File: src/rtl/a2d_avg_seq_pkg.sv
// Shared types and helpers for the A2D conversion sequencer / averager.
package a2d_avg_seq_pkg;

    // Width of one ss_A2D conversion result.
    localparam int RESULT_W = 10;

    // Largest supported log2 sample count; sizes the rounding datapath.
    localparam int MAX_LOG2 = 6;

    // Wide enough for a full accumulator plus the rounding carry.
    localparam int SUM_W = RESULT_W + MAX_LOG2 + 1;

    // Sequencer states.
    typedef enum logic [2:0] {
        ST_IDLE,
        ST_START,
        ST_WAIT_CMPLT,
        ST_SETTLE,
        ST_GAP
    } seq_state_t;

    // Clamp a rounded average to the 10-bit result range.
    function automatic logic [RESULT_W-1:0] sat10(input logic [SUM_W-1:0] val);
        if (|val[SUM_W-1:RESULT_W]) begin
            return {RESULT_W{1'b1}};
        end
        return val[RESULT_W-1:0];
    endfunction

endpackage

File: src/rtl/a2d_avg_seq_if.sv
// Handshake between the sequencer (master) and the ss_A2D converter (slave).
interface a2d_avg_seq_if;
    import a2d_avg_seq_pkg::*;

    logic                strt_cnv;
    logic                cnv_cmplt;
    logic [RESULT_W-1:0] result;

    // Sequencer side: requests conversions and reads results.
    modport master (
        output strt_cnv,
        input  cnv_cmplt,
        input  result
    );

    // Converter side: answers conversion requests.
    modport slave (
        input  strt_cnv,
        output cnv_cmplt,
        output result
    );

endinterface

File: src/rtl/a2d_avg_seq_accum.sv
// Sample accumulator: sums 2**LOG2_SMPLS results and forms the rounded,
// saturated average from the running sum plus the sample being added.
module a2d_avg_seq_accum
    import a2d_avg_seq_pkg::*;
#(
    parameter int LOG2_SMPLS = 2
) (
    input  logic                clk,
    input  logic                rst_n,
    input  logic                clr,
    input  logic                add,
    input  logic [RESULT_W-1:0] smpl,
    output logic [RESULT_W-1:0] avg_nxt,
    output logic                last_smpl
);

    localparam int ACC_W = RESULT_W + LOG2_SMPLS;
    localparam int CNT_W = (LOG2_SMPLS == 0) ? 1 : LOG2_SMPLS;

    logic [ACC_W-1:0] acc_reg;
    logic [CNT_W-1:0] cnt_reg;
    logic [ACC_W-1:0] sum;
    logic [SUM_W-1:0] rounded;

    // Accumulator is wide enough that the full block of samples never overflows.
    assign sum = acc_reg + ACC_W'(smpl);

    generate
        if (LOG2_SMPLS == 0) begin : g_pass
            // Single-sample "average": no rounding term, every sample is the last.
            assign rounded   = SUM_W'(sum);
            assign last_smpl = 1'b1;
        end else begin : g_avg
            // Add half an LSB before the shift so .5 rounds up.
            assign rounded   = (SUM_W'(sum) + SUM_W'(1 << (LOG2_SMPLS - 1))) >> LOG2_SMPLS;
            assign last_smpl = (cnt_reg == {CNT_W{1'b1}});
        end
    endgenerate

    assign avg_nxt = sat10(rounded);

    // Running sum and sample count; clear wins over add, block wraps on the last sample.
    always_ff @(posedge clk or negedge rst_n) begin
        if (!rst_n) begin
            acc_reg <= '0;
            cnt_reg <= '0;
        end else if (clr) begin
            acc_reg <= '0;
            cnt_reg <= '0;
        end else if (add) begin
            if (last_smpl) begin
                acc_reg <= '0;
                cnt_reg <= '0;
            end else begin
                acc_reg <= sum;
                cnt_reg <= cnt_reg + 1'b1;
            end
        end
    end

endmodule

File: src/rtl/a2d_avg_seq.sv
// Conversion sequencer + averager for ss_A2D: paces strt_cnv pulses, captures
// each result on the rising edge of cnv_cmplt, and publishes a rounded average
// of every 2**LOG2_SMPLS samples with a one-clock avg_vld strobe.
module a2d_avg_seq
    import a2d_avg_seq_pkg::*;
#(
    parameter int LOG2_SMPLS = 2,
    parameter int GAP_CLKS   = 8,
    parameter int TIMEOUT    = 2048
) (
    input  logic                clk,
    input  logic                rst_n,
    input  logic                en,
    a2d_avg_seq_if.master       a2d,
    output logic [RESULT_W-1:0] avg,
    output logic                avg_vld,
    output logic                busy,
    output logic                err
);

    localparam int TMO_W = (TIMEOUT > 2) ? $clog2(TIMEOUT) : 1;
    localparam int GAP_W = $clog2(GAP_CLKS + 1);
    localparam logic [TMO_W-1:0] TMO_LAST = TMO_W'(TIMEOUT - 1);
    localparam logic [GAP_W-1:0] GAP_LAST = GAP_W'(GAP_CLKS - 1);

    seq_state_t          state_reg;
    logic                strt_cnv_reg;
    logic [RESULT_W-1:0] avg_reg;
    logic                avg_vld_reg;
    logic                busy_reg;
    logic                err_reg;
    logic                cmplt_ff_reg;
    logic                ready_reg;
    logic                drop_reg;
    logic [TMO_W-1:0]    tmo_cnt_reg;
    logic [GAP_W-1:0]    gap_cnt_reg;

    logic                cmplt_rise;
    logic                tmo_hit;
    logic                acc_add;
    logic                acc_clr;
    logic [RESULT_W-1:0] avg_nxt;
    logic                last_smpl;

    // Edge detect, timeout decision and accumulator strobes.
    always_comb begin
        cmplt_rise = a2d.cnv_cmplt & ~cmplt_ff_reg;
        // A rise in the final wait cycle still counts as a good sample.
        tmo_hit    = (state_reg == ST_WAIT_CMPLT) && !cmplt_rise && (tmo_cnt_reg == TMO_LAST);
        // Samples are only kept when en stayed high for the whole conversion.
        acc_add    = (state_reg == ST_SETTLE) && en && !drop_reg;
        // Any drop of en, a lost conversion or idling discards the partial block.
        acc_clr    = !en || (state_reg == ST_IDLE) || tmo_hit ||
                     ((state_reg == ST_SETTLE) && drop_reg);
    end

    // One flop of cnv_cmplt history so a level held high is not re-counted.
    always_ff @(posedge clk or negedge rst_n) begin
        if (!rst_n) begin
            cmplt_ff_reg <= 1'b0;
        end else begin
            cmplt_ff_reg <= a2d.cnv_cmplt;
        end
    end

    // Holds off the first conversion for one clock after reset release.
    always_ff @(posedge clk or negedge rst_n) begin
        if (!rst_n) begin
            ready_reg <= 1'b0;
        end else begin
            ready_reg <= 1'b1;
        end
    end

    a2d_avg_seq_accum #(
        .LOG2_SMPLS (LOG2_SMPLS)
    ) u_accum (
        .clk       (clk),
        .rst_n     (rst_n),
        .clr       (acc_clr),
        .add       (acc_add),
        .smpl      (a2d.result),
        .avg_nxt   (avg_nxt),
        .last_smpl (last_smpl)
    );

    // Sequencer FSM with registered strt_cnv / avg / avg_vld / busy / err.
    always_ff @(posedge clk or negedge rst_n) begin
        if (!rst_n) begin
            state_reg    <= ST_IDLE;
            strt_cnv_reg <= 1'b0;
            avg_reg      <= '0;
            avg_vld_reg  <= 1'b0;
            busy_reg     <= 1'b0;
            err_reg      <= 1'b0;
            drop_reg     <= 1'b0;
            tmo_cnt_reg  <= '0;
            gap_cnt_reg  <= '0;
        end else begin
            strt_cnv_reg <= 1'b0;
            avg_vld_reg  <= 1'b0;
            err_reg      <= 1'b0;
            case (state_reg)
                ST_IDLE: begin
                    if (en && ready_reg) begin
                        state_reg    <= ST_START;
                        strt_cnv_reg <= 1'b1;
                        busy_reg     <= 1'b1;
                        drop_reg     <= 1'b0;
                    end
                end
                ST_START: begin
                    tmo_cnt_reg <= '0;
                    state_reg   <= ST_WAIT_CMPLT;
                    if (!en) begin
                        drop_reg <= 1'b1;
                    end
                end
                ST_WAIT_CMPLT: begin
                    // The conversion always runs to completion even if en falls.
                    if (!en) begin
                        drop_reg <= 1'b1;
                    end
                    if (cmplt_rise) begin
                        state_reg <= ST_SETTLE;
                    end else if (tmo_hit) begin
                        err_reg     <= 1'b1;
                        gap_cnt_reg <= '0;
                        state_reg   <= ST_GAP;
                    end else begin
                        tmo_cnt_reg <= tmo_cnt_reg + 1'b1;
                    end
                end
                ST_SETTLE: begin
                    if (acc_add && last_smpl) begin
                        avg_reg     <= avg_nxt;
                        avg_vld_reg <= 1'b1;
                    end
                    gap_cnt_reg <= '0;
                    state_reg   <= ST_GAP;
                end
                ST_GAP: begin
                    if (gap_cnt_reg == GAP_LAST) begin
                        if (en) begin
                            state_reg    <= ST_START;
                            strt_cnv_reg <= 1'b1;
                            drop_reg     <= 1'b0;
                        end else begin
                            state_reg <= ST_IDLE;
                            busy_reg  <= 1'b0;
                        end
                    end else begin
                        gap_cnt_reg <= gap_cnt_reg + 1'b1;
                    end
                end
                default: begin
                    state_reg <= ST_IDLE;
                    busy_reg  <= 1'b0;
                end
            endcase
        end
    end

    assign a2d.strt_cnv = strt_cnv_reg;
    assign avg          = avg_reg;
    assign avg_vld      = avg_vld_reg;
    assign busy         = busy_reg;
    assign err          = err_reg;

endmodule

File: src/flat_wrapper.sv
// flat-port wrapper written by rule: the top's interface ports become plain ports
module a2d_avg_seq_flat import a2d_avg_seq_pkg::*;
#(
    parameter int LOG2_SMPLS = 2,
    parameter int GAP_CLKS   = 8,
    parameter int TIMEOUT    = 2048
)
  (clk, rst_n, en, avg, avg_vld, busy, err, a2d_strt_cnv, a2d_cnv_cmplt, a2d_result);
  a2d_avg_seq_if a2d_i ();
  input  logic clk;
  input  logic rst_n;
  input  logic en;
  output logic [RESULT_W-1:0] avg;
  output logic avg_vld;
  output logic busy;
  output logic err;
  output wire logic [$bits(a2d_i.strt_cnv)-1:0] a2d_strt_cnv;
  input wire logic [$bits(a2d_i.cnv_cmplt)-1:0] a2d_cnv_cmplt;
  input wire logic [$bits(a2d_i.result)-1:0] a2d_result;
  assign a2d_strt_cnv = a2d_i.strt_cnv;
  assign a2d_i.cnv_cmplt = a2d_cnv_cmplt;
  assign a2d_i.result = a2d_result;
  a2d_avg_seq #(.LOG2_SMPLS(LOG2_SMPLS), .GAP_CLKS(GAP_CLKS), .TIMEOUT(TIMEOUT)) u_core (.clk(clk), .rst_n(rst_n), .en(en), .a2d(a2d_i), .avg(avg), .avg_vld(avg_vld), .busy(busy), .err(err));
endmodule
File: config.mk
export PLATFORM = sky130hd
export DESIGN_NAME = a2d_avg_seq_flat
export DESIGN_NICKNAME = d
export VERILOG_FILES = /design/src/rtl/a2d_avg_seq_pkg.sv /design/src/rtl/a2d_avg_seq_if.sv /design/src/rtl/a2d_avg_seq_accum.sv /design/src/rtl/a2d_avg_seq.sv /design/src/flat_wrapper.sv
export SDC_FILE = /design/constraint.sdc
export NUM_CORES = 1
export LEC_CHECK = 0
export CORE_ASPECT_RATIO = 0.75
export CORE_MARGIN = 8
export CORE_UTILIZATION = 55
export CTS_CLUSTER_DIAMETER = 200
export DETAILED_ROUTE_END_ITERATION = 8
export PLACE_DENSITY = 0.77
export SLEW_MARGIN = 10
export SYNTH_ARGS = -nofsm -noshare
export SYNTH_HDL_FRONTEND = slang
export SYNTH_SLANG_ARGS = --single-unit
File: constraint.sdc
create_clock -name clk -period 4.2 [get_ports clk]
set_input_delay 0.63 -clock clk [delete_from_list [all_inputs] [get_ports clk]]
set_output_delay 0.63 -clock clk [all_outputs]
set_load 0.02 [all_outputs]
==> results of run 1 <==
metal layers:
layer	wire length [um]	track usage, %
met1	3290	24.5
met5	0	0
met3	272	4.44
met2	2560	22.7
met4	33	2.41
worst max-delay path by stage:
stage / start / endpoint / cells after the start
2_1_floorplan: a2d_result[0] / u_core.avg[9] / 9
6_report: a2d_result[0] / u_core.avg[9] / 10
4_1_cts: a2d_result[0] / u_core.avg[9] / 10
3_3_place_gp: a2d_result[0] / u_core.avg[9] / 10
5_1_grt: a2d_result[1] / u_core.avg[9] / 9
3_5_place_dp: a2d_result[0] / u_core.avg[9] / 10
critical path: stages:
cell	delay (ps)
clkdlybuf4s50_1	400
ha_1	230
fa_1	400
a21o_1	210
and4_2	260
a2111oi_4	320
o2111ai_2	180
and3b_2	310
nand3_1	90
o221a_1	230
power by group:
part | leakage (nW) | switching [mW] | total (mW) | internal, mW
Sequential | 0.662 | 0.0713 | 0.597 | 0.526
Clock | 0.0395 | 0.149 | 0.268 | 0.119
Combinational | 0.761 | 0.201 | 0.340 | 0.139
Total | 1.46 | 0.421 | 1.20 | 0.783
area by class of cell:
cell class	instances	area, um^2
multi-input combinational	246	1660
timing repair buffer	27	265
fill	456	1910
sequential	49	1230
clock buffer	8	80.1
inverter	8	30.0
tap	75	93.8
cell families (layout without fill, tap and decap cells):
group	count (synthesis)	after routing	synth area share, %
simple gates	128	128	22.9
compound gates	81	81	20.2
flops	49	49	41.4
xor+xnor	20	20	5.91
buf+inv	17	43	2.57
fa+ha+maj	15	15	6.58
other cells	1	1	0.126
mux	1	1	0.338
stage by stage:
step | cells | worst slack [ps] | cell area, um^2 | hold slack [ps] | power, mW
2_1_floorplan | 312 | 1380 | 2970 | 334 | 0.845
6_report | 413 | 1130 | 3360 | 492 | 1.20
3_3_place_gp | 405 | 850 | 3280 | 469 | 0.935
5_1_grt | 413 | 965 | 3360 | 537 | 1.29
3_5_place_dp | 405 | 817 | 3280 | 475 | 0.941
4_1_cts | 413 | 1130 | 3360 | 495 | 1.21
layout by cell type (no fill, tap or decap), drive strengths merged, types with 2 or more instances in the layout:
cell | Yosys | routed
and3 | 5 | 5
ha | 14 | 14
nand2 | 28 | 28
a221oi | 2 | 2
nor3b | 2 | 2
nor3 | 6 | 6
a31o | 2 | 2
o211ai | 6 | 6
nand3b | 2 | 2
xor2 | 11 | 11
a22o | 9 | 9
o2111ai | 2 | 2
nand2b | 4 | 4
a31oi | 8 | 8
and3b | 2 | 2
nor4 | 3 | 3
nand3 | 12 | 12
and4 | 2 | 2
a21o | 3 | 3
xnor2 | 9 | 9
a221o | 2 | 2
nor2b | 7 | 7
clkbuf | 6 | 8
a21oi | 11 | 11
o31ai | 2 | 2
clkdlybuf4s50 | 0 | 26
o22ai | 2 | 2
nor2 | 35 | 35
and2b | 2 | 2
nand4 | 5 | 5
inv | 8 | 8
o21ai | 19 | 19
and2 | 5 | 5
dfrtp | 49 | 49
a211oi | 3 | 3
==> impl_results.md, run 1 <==
* Outcome: finished clean
* Pin count of the biggest net entering global routing at 50
* Post-synthesis sequential area ratio at 41.4%
* Ys Warns at 0
* Setup crit end kind: register
* CTS hold repair buffers at 0
* CTS clk-pin slew, worst paths at 80 ps
* Final HPWL DP at 4620 um
* GRT overflow at 0
* Syn avg cell area at 9.50 um^2
* Worst Hold Path EP: u_core.avg[8]
* Initial core utilization at 56.3%
* Synth top cells by count: dfrtp_1, nor2_1, nand2_1
* Area grow syn2layout at 13.2%
* Pwr Density at 359 nW/um^2
* Tcrit/Tclk final at 73.1%
* Setup Fix Bufs, Post-CTS at 0
* Peak VDD IR at 0.277 mV
* Drt pass-1 iters at 4
* Synthesized area at 2970 um^2
* Clk Latency, worst-skew pair at 300 ps
* Syn Nets at 341
* FFs w/ async S/R, synth at 100%
* Top cells by area, synth: dfrtp_1, ha_1, nor2_1
* Hold path start: u_core.avg[8]
* H-tree Lvls at 2
* Final setup viols at 0
* Area share of the largest cell type after synthesis at 41.4%
* Reg2reg end: u_core.avg[9]
* Final wirelength at 6160 um
* Main synth FF type: dfrtp_1
* Vias in the first global route at 2176
* Num rows at 23
* Slew margin rel. at 28.9%
* Cts repair resizes at 0
* DIE AREA at 8020 um^2
* Setup CP Type: input port to register
* TritonCTS clock tree: yes
* Antenna Nets Post-Route at 0
* Clk_skew at 4.66 ps
* Final routed DRC violation total at 0
* DR vias at 2371
* FMAX at 0.326 GHz
* Yosys cell types at 72
* Clock buffer count from CTS at 5
* Max clock buf depth at 2
* Die width at 101 um
* Core area at 5270 um^2
* Hold Crit Depth at 2
* Required @ worst endpoint at 4400 ps
* Max reg flops at 12
* Root buffer cell: clkbuf_8
* Synth Instances at 312
* Max Cap Viol at 0
* RSZ-0062 raised after global routing: no
* Synth area leader: dfrtp_1
* PortBufs at 27
* Inserted Diodes at 0
* Number of synthesized flops with an enable pin at 0
* First DRT Iteration DRCs at 111
* Final Critical Period at 3070 ps
* Via density per instance at 5.74
* Hold crit path type: register to register
* Worst R2R Start: u_core.u_accum.acc_reg[0]
* R2R depth at 9
* Yosys reg bits at 49
* CP Max Fanout at 4
* Pins over their slew limit at 0
* Overall Global Routing Usage at 16.2%
* Core Util, Final at 63.8%
* Clock sinks at 49
* Count leader, synth: dfrtp_1
* Startpoint Class: input port
* Fin nets at 366
* Leakage at 1.46 nW
* IO Count at 28
* FF-to-FF setup slack at 1490 ps
* Antenna violations before repair at 0
* CP arrival at 3270 ps
* First-pass GRT wire length at 10600 um
* Setup TNS at 0 ps
* Die Ht at 79.6 um
* DR WL/cell at 14.9 um
* Layout cells sized above 1 at 6.51%
* Gpl congestion at 0.847
* Measured slew at the worst slew-check pin at 1070 ps
* Hold Vio Cnt, Final at 0
Power figures use the tool's default switching activity.
==> run 2, diff against run 1 <==
==> constraint.sdc (replaced) <==
create_clock -name clk -period 3.2 [get_ports clk]
set_input_delay 0.48 -clock clk [delete_from_list [all_inputs] [get_ports clk]]
set_output_delay 0.48 -clock clk [all_outputs]
set_load 0.02 [all_outputs]
==> impl_results.md, run 2 (same netlist as run 1, synthesis figures left out) <==
* Hold Vio Cnt, Final at 0
* Required @ worst endpoint at 3400 ps
* First DRT Iteration DRCs at 159
* Setup TNS at 0 ps
* Final setup viols at 0
* Tcrit/Tclk final at 93.8%
* Measured slew at the worst slew-check pin at 1070 ps
* Layout cells sized above 1 at 9.77%
* IO Count at 28
* Leakage at 1.52 nW
* Root buffer cell: clkbuf_8
* DR WL/cell at 15.5 um
* Inserted Diodes at 0
* Clock buffer count from CTS at 5
* Commonest non-fill, non-tap cell in the layout: dfrtp_1
* Cts repair resizes at 0
* Clk Latency, worst-skew pair at 300 ps
* Placed cell count at 415
* PortBufs at 27
* Overall Global Routing Usage at 17.0%
* Vias in the first global route at 2277
* Via density per instance at 5.74
* Setup Fix Bufs, Post-CTS at 0
* Hold crit path type: input port to asynchronous set/reset pin
* Pin count of the biggest net entering global routing at 50
* Drt pass-1 iters at 4
* Most frequent cells in the layout: dfrtp_1, nor2_1, nand2_1, clkdlybuf4s50_1, ha_1
* Clock sinks at 49
* TritonCTS clock tree: yes
* Setup CP Type: input port to register
* Peak VDD IR at 0.309 mV
* GRT overflow at 0
* CP Max Fanout at 4
* Antenna Nets Post-Route at 0
* Clk_skew at 6.46 ps
* Area grow syn2layout at 15.9%
* Max reg flops at 12
* FMAX at 0.333 GHz
* Final HPWL DP at 4880 um
* # fillers at 428
* Final routed DRC violation total at 0
* Setup crit end kind: register
* Initial core utilization at 56.3%
* Outcome: finished clean
* First-pass GRT wire length at 11000 um
* Startpoint Class: input port
* Die Ht at 79.6 um
* Final Critical Period at 3000 ps
* CTS clk-pin slew, worst paths at 90 ps
* Final wirelength at 6550 um
* Max clock buf depth at 2
* Slew margin rel. at 28.5%
* DIE AREA at 8020 um^2
* Fin nets at 376
* Gpl congestion at 0.847
* RSZ-0062 raised after global routing: no
* H-tree Lvls at 2
* Die width at 101 um
* Antenna violations before repair at 0
* Finished Layout Cells at 423
* CP arrival at 3200 ps
* Num rows at 23
* Core area at 5270 um^2
* CTS hold repair buffers at 0
* DR vias at 2428
* Max Cap Viol at 0
* Pwr Density at 466 nW/um^2
* Pins over their slew limit at 0
==> run 2: per-layer routing <==
layer	GRT usage, %	vias up	wire length (um)	part of all wire (%)
met5	0	-	0	0
li1	-	1215	-	-
met2	24.1	57	2740	42
met3	3.92	6	327	5.0
met4	4.96	0	67	1.0
met1	25.0	1150	3410	52
==> run 2: per-stage QoR <==
step / setup WS, ps / utilization (%) / cell area, um^2 / power [mW] / hold WS, ps
finish: 199 / 65.2 / 3440 / 1.60 / 371
detailed placement: -82.6 / 63.7 / 3350 / 1.25 / 479
CTS: 211 / 65.2 / 3440 / 1.60 / 413
floorplan: 530 / - / 2970 / 1.11 / 184
global route: 106 / 65.2 / 3440 / 1.71 / 460
global placement: 12.8 / 63.7 / 3350 / 1.24 / 471
==> run 2: path summary, 6_finish.rpt <==
check | startpoint | to | slack [ps] | depth (start not counted)
max | a2d_result[0] | u_core.avg[9] | 200 | 10
min | rst_n | u_core.tmo_cnt_reg[0] | 370 | 1
max reg2reg | u_core.u_accum.acc_reg[0] | u_core.avg[9] | 410 | 9
min reg2reg | u_core.u_accum.acc_reg[9] | u_core.u_accum.acc_reg[9] | 490 | 2
max in group asynchronous | rst_n | u_core.u_accum.acc_reg[1] | 2170 | 1
min in group clk | u_core.u_accum.acc_reg[9] | u_core.u_accum.acc_reg[9] | 490 | 2
==> run 2: where the power goes <==
part	internal [mW]	total [mW]	switching [mW]	leakage, nW
registers	0.690	0.785	0.0949	0.662
clock network	0.152	0.355	0.203	0.0450
logic	0.192	0.460	0.268	0.810
total	1.03	1.60	0.566	1.52
==> run 2: critical path, stage by stage <==
cell and delay [ps]:
clkdlybuf4s50_1 400, ha_1 220, fa_1 410, a21o_1 220, and4_2 270, a2111oi_4 340
o2111ai_2 190, and3b_2 320, nand3_1 100, o221a_1 240
==> run 2: final cells by class <==
type | instances | area, um^2 | share of cell area (%)
clock inverter | 2 | 10.0 | 0.291
timing repair buffer | 37 | 340 | 9.91
tap | 75 | 93.8 | 2.73
multi-input combinational | 246 | 1660 | 48.4
clock buffer | 6 | 72.6 | 2.11
sequential | 49 | 1230 | 35.7
inverter | 8 | 30.0 | 0.874
